File: src/rtl/psram_scheduler.sv
// psram_scheduler: sequencer/arbiter sharing the PSRAM command port between the
// acquisition burst writer and the single-word readout requester.
module psram_scheduler #(
  parameter int                    ADDR_WIDTH = 23,
  parameter int                    ADDR_STEP  = 2,
  parameter logic [ADDR_WIDTH-1:0] MAX_ADDR   = 23'h7FFFFE,
  parameter int                    WR_STREAK  = 4,
  parameter int                    TIMEOUT    = 255
) (
  input  logic                  clk_PSRAM,
  input  logic                  rst_n,
  input  logic                  qpi_on,
  input  logic                  endcommand,
  input  logic                  next_write,
  input  logic                  wr_req,
  input  logic                  acq_enable,
  input  logic                  rd_req,
  input  logic [ADDR_WIDTH-1:0] rd_addr,
  output logic [ADDR_WIDTH-1:0] address,
  output logic [1:0]            read_write,
  output logic                  quad_start,
  output logic                  burst_mode,
  output logic                  stop_acquisition,
  output logic                  rd_ack,
  output logic [ADDR_WIDTH-1:0] wr_ptr,
  output logic                  mem_full,
  output logic                  timeout_err,
  output logic                  busy
);

  localparam int STREAK_W      = $clog2(WR_STREAK + 1);
  localparam int TMO_W         = $clog2(TIMEOUT + 1);
  localparam int SETTLE_W      = 6;
  localparam int SETTLE_CYCLES = 32;
  localparam logic [ADDR_WIDTH:0] MAX_EXT  = {1'b0, MAX_ADDR};
  localparam logic [ADDR_WIDTH:0] STEP_EXT = (ADDR_WIDTH + 1)'(ADDR_STEP);
  localparam logic [ADDR_WIDTH:0] SAT_EXT  = MAX_EXT + STEP_EXT;
  // If MAX_ADDR + ADDR_STEP does not fit the pointer width, park on the top address;
  // mem_full is the authoritative indication in that case.
  localparam logic [ADDR_WIDTH-1:0] SAT_PTR =
    SAT_EXT[ADDR_WIDTH] ? {ADDR_WIDTH{1'b1}} : SAT_EXT[ADDR_WIDTH-1:0];

  typedef enum logic [2:0] {
    WAIT_INIT, IDLE, WR_ISSUE, WR_WAIT, RD_ISSUE, RD_WAIT
  } state_e;

  state_e                state_q, state_d;
  logic [ADDR_WIDTH-1:0] address_q, address_d;
  logic [ADDR_WIDTH-1:0] wrPtr_q, wrPtr_d;
  logic                  memFull_q, memFull_d;
  logic                  stopAcq_q, stopAcq_d;
  logic                  rdAck_q, rdAck_d;
  logic                  timeoutErr_q, timeoutErr_d;
  logic [STREAK_W-1:0]   streak_q, streak_d;
  logic [TMO_W-1:0]      tmoCnt_q, tmoCnt_d;
  logic [SETTLE_W-1:0]   settleCnt_q, settleCnt_d;
  logic                  endSeen_q, endSeen_d;
  logic                  dead_q, dead_d;
  logic                  acqPrev_q, acqPrev_d;

  logic                  settled, canGrant, wrElig, grantWr, grantRd;
  logic                  waiting, cmdTimeout, cmdEnd, acqRise, ptrOverflow;
  logic [ADDR_WIDTH:0]   ptrNext;

  // After reset the driver may still be finishing an old command, so the first
  // grant waits for an endcommand or 32 cycles. dead_q enforces the gap cycle.
  assign settled     = endSeen_q || (settleCnt_q == SETTLE_W'(SETTLE_CYCLES));
  assign canGrant    = (state_q == IDLE) && qpi_on && settled && !dead_q;
  assign wrElig      = wr_req && acq_enable && !memFull_q;
  assign grantRd     = canGrant && rd_req && (!wrElig || (streak_q == STREAK_W'(WR_STREAK)));
  assign grantWr     = canGrant && wrElig && !grantRd;
  assign waiting     = (state_q == WR_WAIT) || (state_q == RD_WAIT);
  assign cmdTimeout  = waiting && !endcommand && (tmoCnt_q == TMO_W'(TIMEOUT - 1));
  assign cmdEnd      = waiting && (endcommand || cmdTimeout);
  assign acqRise     = acq_enable && !acqPrev_q;
  assign ptrNext     = {1'b0, wrPtr_q} + STEP_EXT;
  assign ptrOverflow = ptrNext > MAX_EXT;

  // State and datapath registers, cleared asynchronously.
  always_ff @(posedge clk_PSRAM or negedge rst_n) begin
    if (!rst_n) begin
      state_q      <= WAIT_INIT;
      address_q    <= '0;
      wrPtr_q      <= '0;
      memFull_q    <= 1'b0;
      stopAcq_q    <= 1'b0;
      rdAck_q      <= 1'b0;
      timeoutErr_q <= 1'b0;
      streak_q     <= '0;
      tmoCnt_q     <= '0;
      settleCnt_q  <= '0;
      endSeen_q    <= 1'b0;
      dead_q       <= 1'b0;
      acqPrev_q    <= 1'b0;
    end else begin
      state_q      <= state_d;
      address_q    <= address_d;
      wrPtr_q      <= wrPtr_d;
      memFull_q    <= memFull_d;
      stopAcq_q    <= stopAcq_d;
      rdAck_q      <= rdAck_d;
      timeoutErr_q <= timeoutErr_d;
      streak_q     <= streak_d;
      tmoCnt_q     <= tmoCnt_d;
      settleCnt_q  <= settleCnt_d;
      endSeen_q    <= endSeen_d;
      dead_q       <= dead_d;
      acqPrev_q    <= acqPrev_d;
    end
  end

  // Next-state logic; a dropped qpi_on only takes effect between commands.
  always_comb begin
    state_d = state_q;
    case (state_q)
      WAIT_INIT: if (qpi_on) state_d = IDLE;
      IDLE: begin
        if (!qpi_on)      state_d = WAIT_INIT;
        else if (grantWr) state_d = WR_ISSUE;
        else if (grantRd) state_d = RD_ISSUE;
      end
      WR_ISSUE: state_d = WR_WAIT;
      RD_ISSUE: state_d = RD_WAIT;
      WR_WAIT, RD_WAIT: if (cmdEnd) state_d = qpi_on ? IDLE : WAIT_INIT;
      default: state_d = WAIT_INIT;
    endcase
  end

  // Command-port outputs decoded from the current state. busy covers only states
  // with a command in flight, so it reads 0 while waiting for initialisation.
  always_comb begin
    read_write = 2'd0;
    quad_start = 1'b0;
    burst_mode = 1'b0;
    busy       = 1'b0;
    case (state_q)
      WR_ISSUE: begin read_write = 2'd1; quad_start = 1'b1; burst_mode = 1'b1; busy = 1'b1; end
      WR_WAIT:  begin read_write = 2'd1; burst_mode = 1'b1; busy = 1'b1; end
      RD_ISSUE: begin read_write = 2'd2; quad_start = 1'b1; busy = 1'b1; end
      RD_WAIT:  begin read_write = 2'd2; busy = 1'b1; end
      default: ;
    endcase
  end

  // Pointer, full/stop flags, streak, timeout and settle bookkeeping.
  always_comb begin
    address_d    = address_q;
    wrPtr_d      = wrPtr_q;
    memFull_d    = memFull_q;
    stopAcq_d    = 1'b0;
    rdAck_d      = (state_q == RD_WAIT) && endcommand;
    timeoutErr_d = timeoutErr_q || cmdTimeout;
    streak_d     = streak_q;
    tmoCnt_d     = '0;
    settleCnt_d  = settleCnt_q;
    endSeen_d    = endSeen_q || endcommand;
    dead_d       = cmdEnd;
    acqPrev_d    = acq_enable;

    if (settleCnt_q != SETTLE_W'(SETTLE_CYCLES)) settleCnt_d = settleCnt_q + 1'b1;

    if (acqRise) begin
      wrPtr_d   = '0;
      memFull_d = 1'b0;
    end else if ((state_q == WR_WAIT) && next_write) begin
      if (ptrOverflow) begin
        wrPtr_d   = SAT_PTR;
        memFull_d = 1'b1;
      end else begin
        wrPtr_d = ptrNext[ADDR_WIDTH-1:0];
      end
    end

    if ((state_q == WR_WAIT) && !cmdEnd)
      stopAcq_d = stopAcq_q || !acq_enable || (next_write && ptrOverflow);

    if (waiting && !cmdEnd) tmoCnt_d = tmoCnt_q + 1'b1;

    if (grantWr)      address_d = wrPtr_d;
    else if (grantRd) address_d = rd_addr;

    if (!rd_req || grantRd) streak_d = '0;
    else if (grantWr)       streak_d = streak_q + 1'b1;
  end

  assign address          = address_q;
  assign wr_ptr           = wrPtr_q;
  assign mem_full         = memFull_q;
  assign stop_acquisition = stopAcq_q;
  assign rd_ack           = rdAck_q;
  assign timeout_err      = timeoutErr_q;

endmodule

File: config.mk
export PLATFORM = sky130hd
export DESIGN_NAME = psram_scheduler
export DESIGN_NICKNAME = d
export VERILOG_FILES = /design/src/rtl/psram_scheduler.sv
export SDC_FILE = /design/constraint.sdc
export NUM_CORES = 1
export LEC_CHECK = 0
export CORE_MARGIN = 10
export CORE_UTILIZATION = 60
export CTS_CLUSTER_DIAMETER = 120
export DETAILED_ROUTE_END_ITERATION = 8
export DONT_BUFFER_PORTS = 1
export GPL_ROUTABILITY_DRIVEN = 1
export PLACE_DENSITY = 0.85
export SLEW_MARGIN = 40
export SYNTH_ARGS = -nofsm -noshare
export SYNTH_HDL_FRONTEND = slang
export SYNTH_SLANG_ARGS = --single-unit
File: constraint.sdc
create_clock -name clk_PSRAM -period 3 [get_ports clk_PSRAM]
set_clock_uncertainty 0.1 [all_clocks]
set_input_delay 0.15 -clock clk_PSRAM [delete_from_list [all_inputs] [get_ports clk_PSRAM]]
set_output_delay 0.15 -clock clk_PSRAM [all_outputs]
set_load 0.01 [all_outputs]
---- Yosys cells after proc, flatten, opt, wreduce, memory -nomap -nowiden ----
Index checks and enable logic that the tools add are counted.
storage, ports and cells
  bits in registers ....................... 73
  latch bits .............................. 0
  RAM bits ................................ 0
  ROM bits ................................ 0
  input bits .............................. 31
  output and inout port bits .............. 55
  logic and storage cells ................. 101
  memories ................................ 0
cells by class
  add/sub/neg operators ................... 4
  multiply operators ...................... 0
  divide/modulo/power cells ............... 0
  order comparisons ....................... 1
  equality and inequality tests ........... 12
  shifts and indexed selects .............. 0
  muxes and demuxes ....................... 23
  bitwise gates (word level) .............. 0
  reductions and logical operators ........ 48
operators with widths
  operator                                                          count
  2-to-1 mux 23 bit                                                 5
  adder 23 x 2 -> 24 bit (second input constant)                    1
  greater-than comparator 24 x 23 -> 1 bit (second input constant)  1
  2-to-1 mux 3 bit                                                  7
  logical AND 1 bit                                                 18
  case mux 3 bit (5 select lines)                                   1
  == test 3 bit (second input constant)                             3
  logical NOT 1 bit                                                 9
  logical OR 1 bit                                                  9
  adder 8 x 1 -> 8 bit (second input constant)                      1
  == test 8 bit (second input constant)                             1
  2-to-1 mux 1 bit                                                  8
  2-to-1 mux 8 bit                                                  1
  nonzero test 2 bit                                                4
  OR reduction 2 bit                                                4
  adder 6 x 1 -> 6 bit (second input constant)                      1
  == test 3 x 2 -> 1 bit (second input constant)                    2
  == test 6 bit (second input constant)                             1
  != test 6 bit (second input constant)                             1
  != test 2 bit (second input constant)                             2
  != test 4 bit (second input constant)                             1
  case mux 2 bit (2 select lines)                                   1
  OR reduction 4 bit                                                1
  adder 3 x 1 -> 3 bit (second input constant)                      1
  4 further kinds                                                   4

---- Longest topological paths before layout ----
Gate-level depths: netlist of the first run.
  word-level depth ........................ 11
  depth in mapped cells ................... 11
  mapped depth without buffers ............ 8

---- Worst setup path after synthesis of the first run ----
OpenSTA, ideal clock, no wires.
  path type ............................... flip-flop to flip-flop
  start ................................... register wrPtr_q[1], in the netlist wr_ptr[1]
  end ..................................... register address_q[10], in the netlist address[10]
  setup time .............................. 0.066 ns
  arrival time ............................ 2.333 ns
  required time ........................... 2.834 ns
  setup slack ............................. 0.501 ns
  stages on the path, launching flop included .. 11
  path buffers ............................ 2
  clock period less this slack ............ 2.499 ns
  cell sequence ........................... dfrtp_1 ha_1 buf_2 nand3_2 or2_1 or3_1 clkbuf_1 a21oi_1 nor2_1 nor4_1 a221o_1
between the ends
  word-level cells in the longest chain between the ends .. 6
ends and longest elaborated chain
  element                                   line  source
  from (decl)                               49    logic [ADDR_WIDTH-1:0] wrPtr_q, wrPtr_d;
  from (signal assigned)                    98    wrPtr_q <= wrPtr_d;
  adder 23 x 2 -> 24 bit *                  76    assign ptrNext = {1'b0, wrPtr_q} + STEP_EXT;
  greater-than comparator 24 x 23 -> 1 bit  77    assign ptrOverflow = ptrNext > MAX_EXT;
  2-to-1 mux 23 bit *                       166   if (ptrOverflow) begin
  2-to-1 mux 23 bit *                       165   end else if ((state_q == WR_WAIT) && next_write) begin
  2-to-1 mux 23 bit *                       162   if (acqRise) begin
  2-to-1 mux 23 bit *                       179   if (grantWr) address_d = wrPtr_d;
  to (signal assigned)                      97    address_q <= address_d;
  to (decl)                                 48    logic [ADDR_WIDTH-1:0] address_q, address_d;
Every way passes the cells marked *; elsewhere a longest branch is shown, timed or not.
A chain may end at the register's enable or synchronous reset.

---- Worst setup path in the final report of the first run ----
  start ................................... register wrPtr_q[3], in the netlist wr_ptr[3]
  end ..................................... register stopAcq_q, in the netlist stop_acquisition
between the ends
  word-level cells in the longest chain between the ends .. 5
ends and longest elaborated chain
  element                                   line  source
  adder 23 x 2 -> 24 bit                    76
  greater-than comparator 24 x 23 -> 1 bit  77
  logical AND 1 bit                         175   stopAcq_d = stopAcq_q || !acq_enable || (next_write && ptrOverflow);
  logical OR 1 bit                          175
  2-to-1 mux 1 bit                          174   if ((state_q == WR_WAIT) && !cmdEnd)
  via stopAcq_d                             51    logic stopAcq_q, stopAcq_d;
  to (signal assigned)                      100   stopAcq_q <= stopAcq_d;
  to (decl)                                 51
The timed path passes the listed nets, and every way through them passes these cells.

==> run_results.csv, run 1 <==
group,metric,value,unit
job,drv_cap,0,
floorplanning,num_io_pins,86,
layout,stdcell_count,513,
global_route,overflow,0,
floorplanning,core_area,6310,um^2
logic_synthesis,synth.area.top_cells,"dfrtp_1 47%, nand2_1 3.4%, mux2i_1 3.1%, nor2_1 3.0%, o21ai_0 2.4%",
drt,vias_per_cell,6.44,
worst_setup_path,end_kind,"register",
drt,wl_per_cell,21.5,um
placed_design,io_buffers,0,
clocking,cts_max_level,3,
status,status,"finished clean",
hold_path,worstHoldStart,"qpi_on",
worst_setup_path,cp.required,3.17,ns
clocking,cts-root-buf,"clkbuf_8",
global_route,grt_max_degree,74,
worst_setup_path,critPathKind,"reg -> reg",
pwr,power_density,601,nW/um^2
global_route,antenna_found_initial,0,
logic_synthesis,avgSynthCellArea,9.64,um^2
clocking,cts_inserted_buffers,9,
hold_path,min-delay-path-class,"in -> reg",
drt,ant_nets,0,
worst_setup_path,r2r_start,"wr_ptr[3]",
logic_synthesis,syn_inst,403,
layout,syn_to_final_growth,14.5,%
logic_synthesis,synth-warning-count,0,
layout,diodes,0,
timing,rsz0062_at_grt,"false",
layout,drive_gt1_share,9.63,%
logic_synthesis,synth_commonest_cells,"73 x dfrtp_1, 35 x nand2_1, 31 x nor2_1, 19 x o21ai_0, 17 x a21oi_1",
pwr,p_total,2.67,mW
floorplanning,die_height,100,um
drt,routed_wl,11.1,mm
global_route,track_usage,22.2,%
timing,worst_pin_slew,0.501,ns
timing,fmax,359,MHz
clocking,clkTransAtPathRegs,0.08,ns
worst_setup_path,arrival,2.96,ns
layout,final_core_util,70.5,%
worst_setup_path,crit_path_max_fanout,10,
logic_synthesis,ys_ff_latch,73,
pwr,ir_worst_vdd,0.533,mV
clocking,holdBufCountCts,31,
logic_synthesis,post-synth-top-count-cell,"dfrtp_1",
logic_synthesis,yosysUniqueCellTypes,57,
logic_synthesis,yosysTopAreaCell,"dfrtp_1",
pwr,p_leak,1.95,nW
floorplanning,std_cell_rows,29,
logic_synthesis,synth_top_cell_area_share,47.0,%
placed_design,gp_congestion,0.950,
placed_design,dp.cells,467,
timing,fin_crit_sh,92.9,%
global_route,grt_pass1_vias,3263,
logic_synthesis,syn_nets,441,
floorplanning,start_util,61.6,%
clocking,cts_tree,"yes",
floorplanning,dieArea,10100,um^2
clocking,postCtsSetupRepairBufs,0,
drt,via_count,3306,
placed_design,dp_hpwl,7.62,mm
timing,drv_slew,0,
drt,firstDrtPassIters,6,
global_route,grt_pass1_wl,18.0,mm
worst_setup_path,cp-start-kind,"register",
drt,post-route-drc-count,0,
drt,first_iter_violations,249,
clocking,clock-sinks,73,
hold_path,whs_endpoint,"state_q[0]",
timing,timing.setup.tns,0,ns
timing,max-slew-margin-rel,66.6,%
logic_synthesis,async_flop_share,100,%
placed_design,post_dp_cell_area,3950,um^2
clocking,clk_path_buf_depth,2,
clocking,cts_resized,0,
layout,finish.instance_area,4450,um^2
worst_setup_path,timing.rr.end,"stop_acquisition",
logic_synthesis,yosysSeqAreaShare,47.0,%
logic_synthesis,ys.flop_type,"dfrtp_1",
timing,hold_violations,0,
timing,period_needed,2.79,ns
worst_setup_path,r2r_slack,0.21,ns
logic_synthesis,syn_area,3890,um^2
floorplanning,die_x,100,um
hold_path,holdPathStages,3,
logic_synthesis,synth_edf_count,0,
worst_setup_path,reg2reg_depth,7,
layout,nets,470,
clocking,insertion_delay,0.35,ns
timing,setup_viol,0,
==> worst max path at each step <==
stage                  endpoint      start  cells past startpoint
3_3_place_gp   stop_acquisition  wr_ptr[5]                      7
5_1_grt              address[3]  wr_ptr[1]                      8
2_1_floorplan       address[10]  wr_ptr[1]                     10
3_5_place_dp   stop_acquisition  wr_ptr[3]                      7
6_report       stop_acquisition  wr_ptr[3]                      7
4_1_cts        stop_acquisition  wr_ptr[5]                      7
==> state kept, by name, indices dropped and copies added (netlist names) <==
| name | flops |
|---|---|
| mem_full | 1 |
| streak_q | 3 |
| acqPrev_q | 1 |
| timeout_err | 1 |
| address | 23 |
| settleCnt_q | 6 |
| stop_acquisition | 1 |
| tmoCnt_q | 8 |
| endSeen_q | 1 |
| wr_ptr | 23 |
| dead_q | 1 |
| state_q | 3 |
| rd_ack | 1 |
==> cell usage in the layout (no fill, tap or decap), types with 7 or more instances in the layout <==
cell type      count
clkbuf_8          10
o21ai_0           19
a31oi_1            7
buf_4             12
o31ai_1            7
inv_1             13
nor3_1            12
and3_1             9
xnor2_1            8
o21ai_1           11
dlygate4sd3_1     30
nand3_1           15
a22oi_1            8
xor2_1             9
a21oi_1           17
ha_1               7
mux2i_1           12
nand2_1           35
nand4_1            7
nor2_1            31
dfrtp_1           73
==> layout make-up <==
class | count | area, um^2
clock inverter | 5 | 31.3
multi-input combinational | 292 | 1890
inverter | 13 | 48.8
clock buffer | 10 | 138
timing repair buffer | 43 | 418
sequential | 73 | 1830
tap | 77 | 96.3
fill | 500 | 1860
==> power breakdown <==
| part | internal, mW | total, mW | switching [mW] | leakage [nW] |
|---|---|---|---|---|
| logic | 0.232 | 0.552 | 0.320 | 0.896 |
| registers | 1.17 | 1.44 | 0.266 | 0.965 |
| clock network | 0.316 | 0.685 | 0.368 | 0.0883 |
| total | 1.72 | 2.67 | 0.955 | 1.95 |
==> per-layer routing <==
layer  up-vias  wire length [um]  global-route usage (%)
met5         -                 0                       0
met3        23              1050                    6.38
met4         0               284                    10.0
met1      1591              4380                    27.9
met2       168              5340                    34.8
li1       1524                 -                       -
==> critical path: stages (launching register included) <==
cell and delay, ns:
dfrtp_1 0.64, and4_1 0.32, nand2_1 0.09, xor2_1 0.19, or4_4 0.56, nor4_4 0.44, o21ai_1 0.15, a31oi_1 0.22
==> stage by stage <==
stage / hold slack, ns / worst slack, ns
after floorplan: -0.246 / 0.501
after global placement: -0.244 / 0.309
after global routing: 0.0443 / 0.0971
final: 0.0335 / 0.214
after CTS: 0.00189 / 0.274
after detailed placement: -0.243 / 0.311
==> cell families (layout without fill, tap and decap cells) <==
family	Yosys count	count (layout)	synth area share (%)
AND/OR/NAND/NOR	156	156	22.5
AO/OA/AOI/OAI	99	99	16.6
flip-flops	73	73	47.0
buffers and inverters	38	71	4.35
XOR/XNOR	17	17	3.83
multiplexers	13	13	3.38
adder cells (fa/ha/maj)	7	7	2.25
No activity file was read; power rests on OpenSTA's default activity.
==> run 2, diff against run 1 <==
- CELL_PAD_IN_SITES_DETAIL_PLACEMENT: unset -> 1
- CELL_PAD_IN_SITES_GLOBAL_PLACEMENT: unset -> 1
- CORE_UTILIZATION: 60 -> 48
- PLACE_DENSITY: 0.85 -> 0.88
==> run 2 against run 1 <==
Effect of this change: wire length grew 12%; setup slack improved by 0.018 ns; global-route usage fell by 1.1 points; largest cell class unchanged; die area up 20%; critical path depth is the same; core utilization down 12 points; critical path type unchanged; critical endpoint unchanged; design area is 3.1% higher; via count is 2.1% higher.
==> run_results.csv, run 2 (synthesized netlist as in run 1, its figures left out) <==
group,metric,value,unit
status,status,"finished clean",
timing,max-slew-margin-rel,63.1,%
timing,worst_pin_slew,0.554,ns
pwr,p_leak,2.00,nW
pwr,internal_power,1.96,mW
hold_path,worstHoldStart,"qpi_on",
clocking,insertion_delay,0.36,ns
layout,mostFrequentLayoutCell,"dfrtp_1",
global_route,grt_max_degree,74,
worst_setup_path,critPathKind,"reg -> reg",
drt,vias_per_cell,6.21,
hold_path,holdPathStages,3,
timing,fmax,361,MHz
worst_setup_path,r2r_start,"wr_ptr[3]",
clocking,clkTransAtPathRegs,0.08,ns
layout,final_core_util,58.8,%
job,drv_cap,0,
drt,via_count,3376,
clocking,cts_inserted_buffers,9,
pwr,switching_power,1.02,mW
floorplanning,start_util,49.8,%
layout,diodes,0,
worst_setup_path,crit_path_max_fanout,10,
timing,setup_viol,0,
drt,routed_wl,12.3,mm
floorplanning,core_area,7810,um^2
hold_path,whs_endpoint,"state_q[0]",
placed_design,dp_hpwl,8.65,mm
pwr,swShare,34.3,%
layout,final_cell_mix,"73 x dfrtp_1, 35 x nand2_1, 31 x nor2_1",
timing,timing.setup.tns,0,ns
clocking,cts_tree,"yes",
global_route,grt_pass1_vias,3618,
placed_design,gp_congestion,0.943,
drt,wl_per_cell,22.7,um
pwr,ir_worst_vdd,0.274,mV
drt,post-route-drc-count,0,
pwr,power_frac_clock,31.9,%
floorplanning,std_cell_rows,32,
timing,fin_crit_sh,92.3,%
clocking,clock-sinks,73,
worst_setup_path,end_kind,"register",
worst_setup_path,reg2reg_depth,7,
global_route,track_usage,21.2,%
worst_setup_path,cp-start-kind,"register",
layout,syn_to_final_growth,18.1,%
worst_setup_path,timing.rr.end,"stop_acquisition",
floorplanning,die_x,110,um
placed_design,io_buffers,0,
global_route,grt_pass1_wl,20.1,mm
pwr,p_seq_share,48.2,%
timing,hold_ws,0.0148,ns
worst_setup_path,cp.required,3.18,ns
timing,period_needed,2.77,ns
worst_setup_path,r2r_slack,0.23,ns
drt,firstDrtPassIters,4,
hold_path,min-delay-path-class,"in -> reg",
clocking,clk_path_buf_depth,2,
clocking,cts-root-buf,"clkbuf_8",
layout,nets,475,
worst_setup_path,arrival,2.95,ns
timing,drv_slew,0,
drt,ant_nets,0,
floorplanning,die_height,110,um
drt,first_iter_violations,219,
global_route,antenna_found_initial,0,
pwr,power_density,650,nW/um^2
floorplanning,num_io_pins,86,
layout,drive_gt1_share,11.1,%
clocking,cts_max_level,3,
global_route,overflow,0,
floorplanning,dieArea,12100,um^2
timing,rsz0062_at_grt,"false",
timing,hold_violations,0,
pwr,combPwrFrac,19.9,%
layout,nFillCells,887,
==> run 2: changes by cell type in the layout (fill, tap and decap cells not counted) <==
cell and change:
clkinvlp_4 +1, bufinv_16 +3, inv_6 -1, clkinv_2 -2
clkinv_4 +1, clkbuf_8 -1, dlygate4sd3_1 -1, buf_4 +6
==> run 2: critical path, cell delays in order (launching register included) <==
cell and delay, ns:
dfrtp_1 0.62, nand4_2 0.24, nor4_2 0.27, o21ai_1 0.09, or4_4 0.55, nor4_4 0.49
o21ai_1 0.14, a31oi_1 0.19
==> run 2: per-stage QoR <==
step / worst slack (ns) / area [um^2] / cells / total power, mW
floorplan: 0.501 / 3890 / 403 / 1.79
global placement: 0.379 / 4030 / 498 / 1.93
detailed placement: 0.301 / 4030 / 498 / 1.98
CTS: 0.273 / 4590 / 544 / 2.98
global route: 0.0660 / 4590 / 544 / 3.15
finish: 0.232 / 4590 / 544 / 2.98
==> run 2: layer usage <==
layer	share of wire, %	vias up	track usage, %
li1	-	1530	-
met1	41	1694	26.8
met2	49	124	33.6
met3	8.4	28	5.80
met4	2.2	0	8.46
met5	0	-	0
==> run 2: timing repair <==
item | 4_1_cts | 5_1_grt
buffers inserted | 0 | 0
endpoints found under the hold margin | 106 | 0
gates resized for setup | 0 | 0
hold buffers | 30 | 0
==> run 2: worst max-delay path by stage <==
| stage | from | to | slack, ns | depth (start not counted) |
|---|---|---|---|---|
| 4_1_cts | wr_ptr[3] | stop_acquisition | 0.27 | 7 |
| 6_report | wr_ptr[3] | stop_acquisition | 0.23 | 7 |
| 5_1_grt | wr_ptr[4] | stop_acquisition | 0.07 | 7 |
| 3_3_place_gp | wr_ptr[4] | stop_acquisition | 0.38 | 7 |
| 3_5_place_dp | wr_ptr[3] | stop_acquisition | 0.30 | 7 |
| 2_1_floorplan | wr_ptr[1] | address[10] | 0.50 | 10 |
==> run 2: layout make-up <==
type / count / area, um^2 / area share (%)
Multi-Input combinational cell: 292 / 1890 / 41.2
Timing Repair Buffer: 48 / 453 / 9.87
Tap cell: 102 / 128 / 2.78
Sequential cell: 73 / 1830 / 39.8
Clock buffer: 9 / 124 / 2.70
Clock inverter: 7 / 119 / 2.59
Inverter: 13 / 48.8 / 1.06
==> run 2: power by group through the flow <==
stage / Sequential (mW) / Clock [mW] / Combinational [mW]
floorplan: 1.38 / 0 / 0.415
global placement: 1.45 / 0 / 0.489
detailed placement: 1.46 / 0 / 0.526
CTS: 1.44 / 0.956 / 0.586
global route: 1.48 / 0.996 / 0.673
finish: 1.44 / 0.952 / 0.595
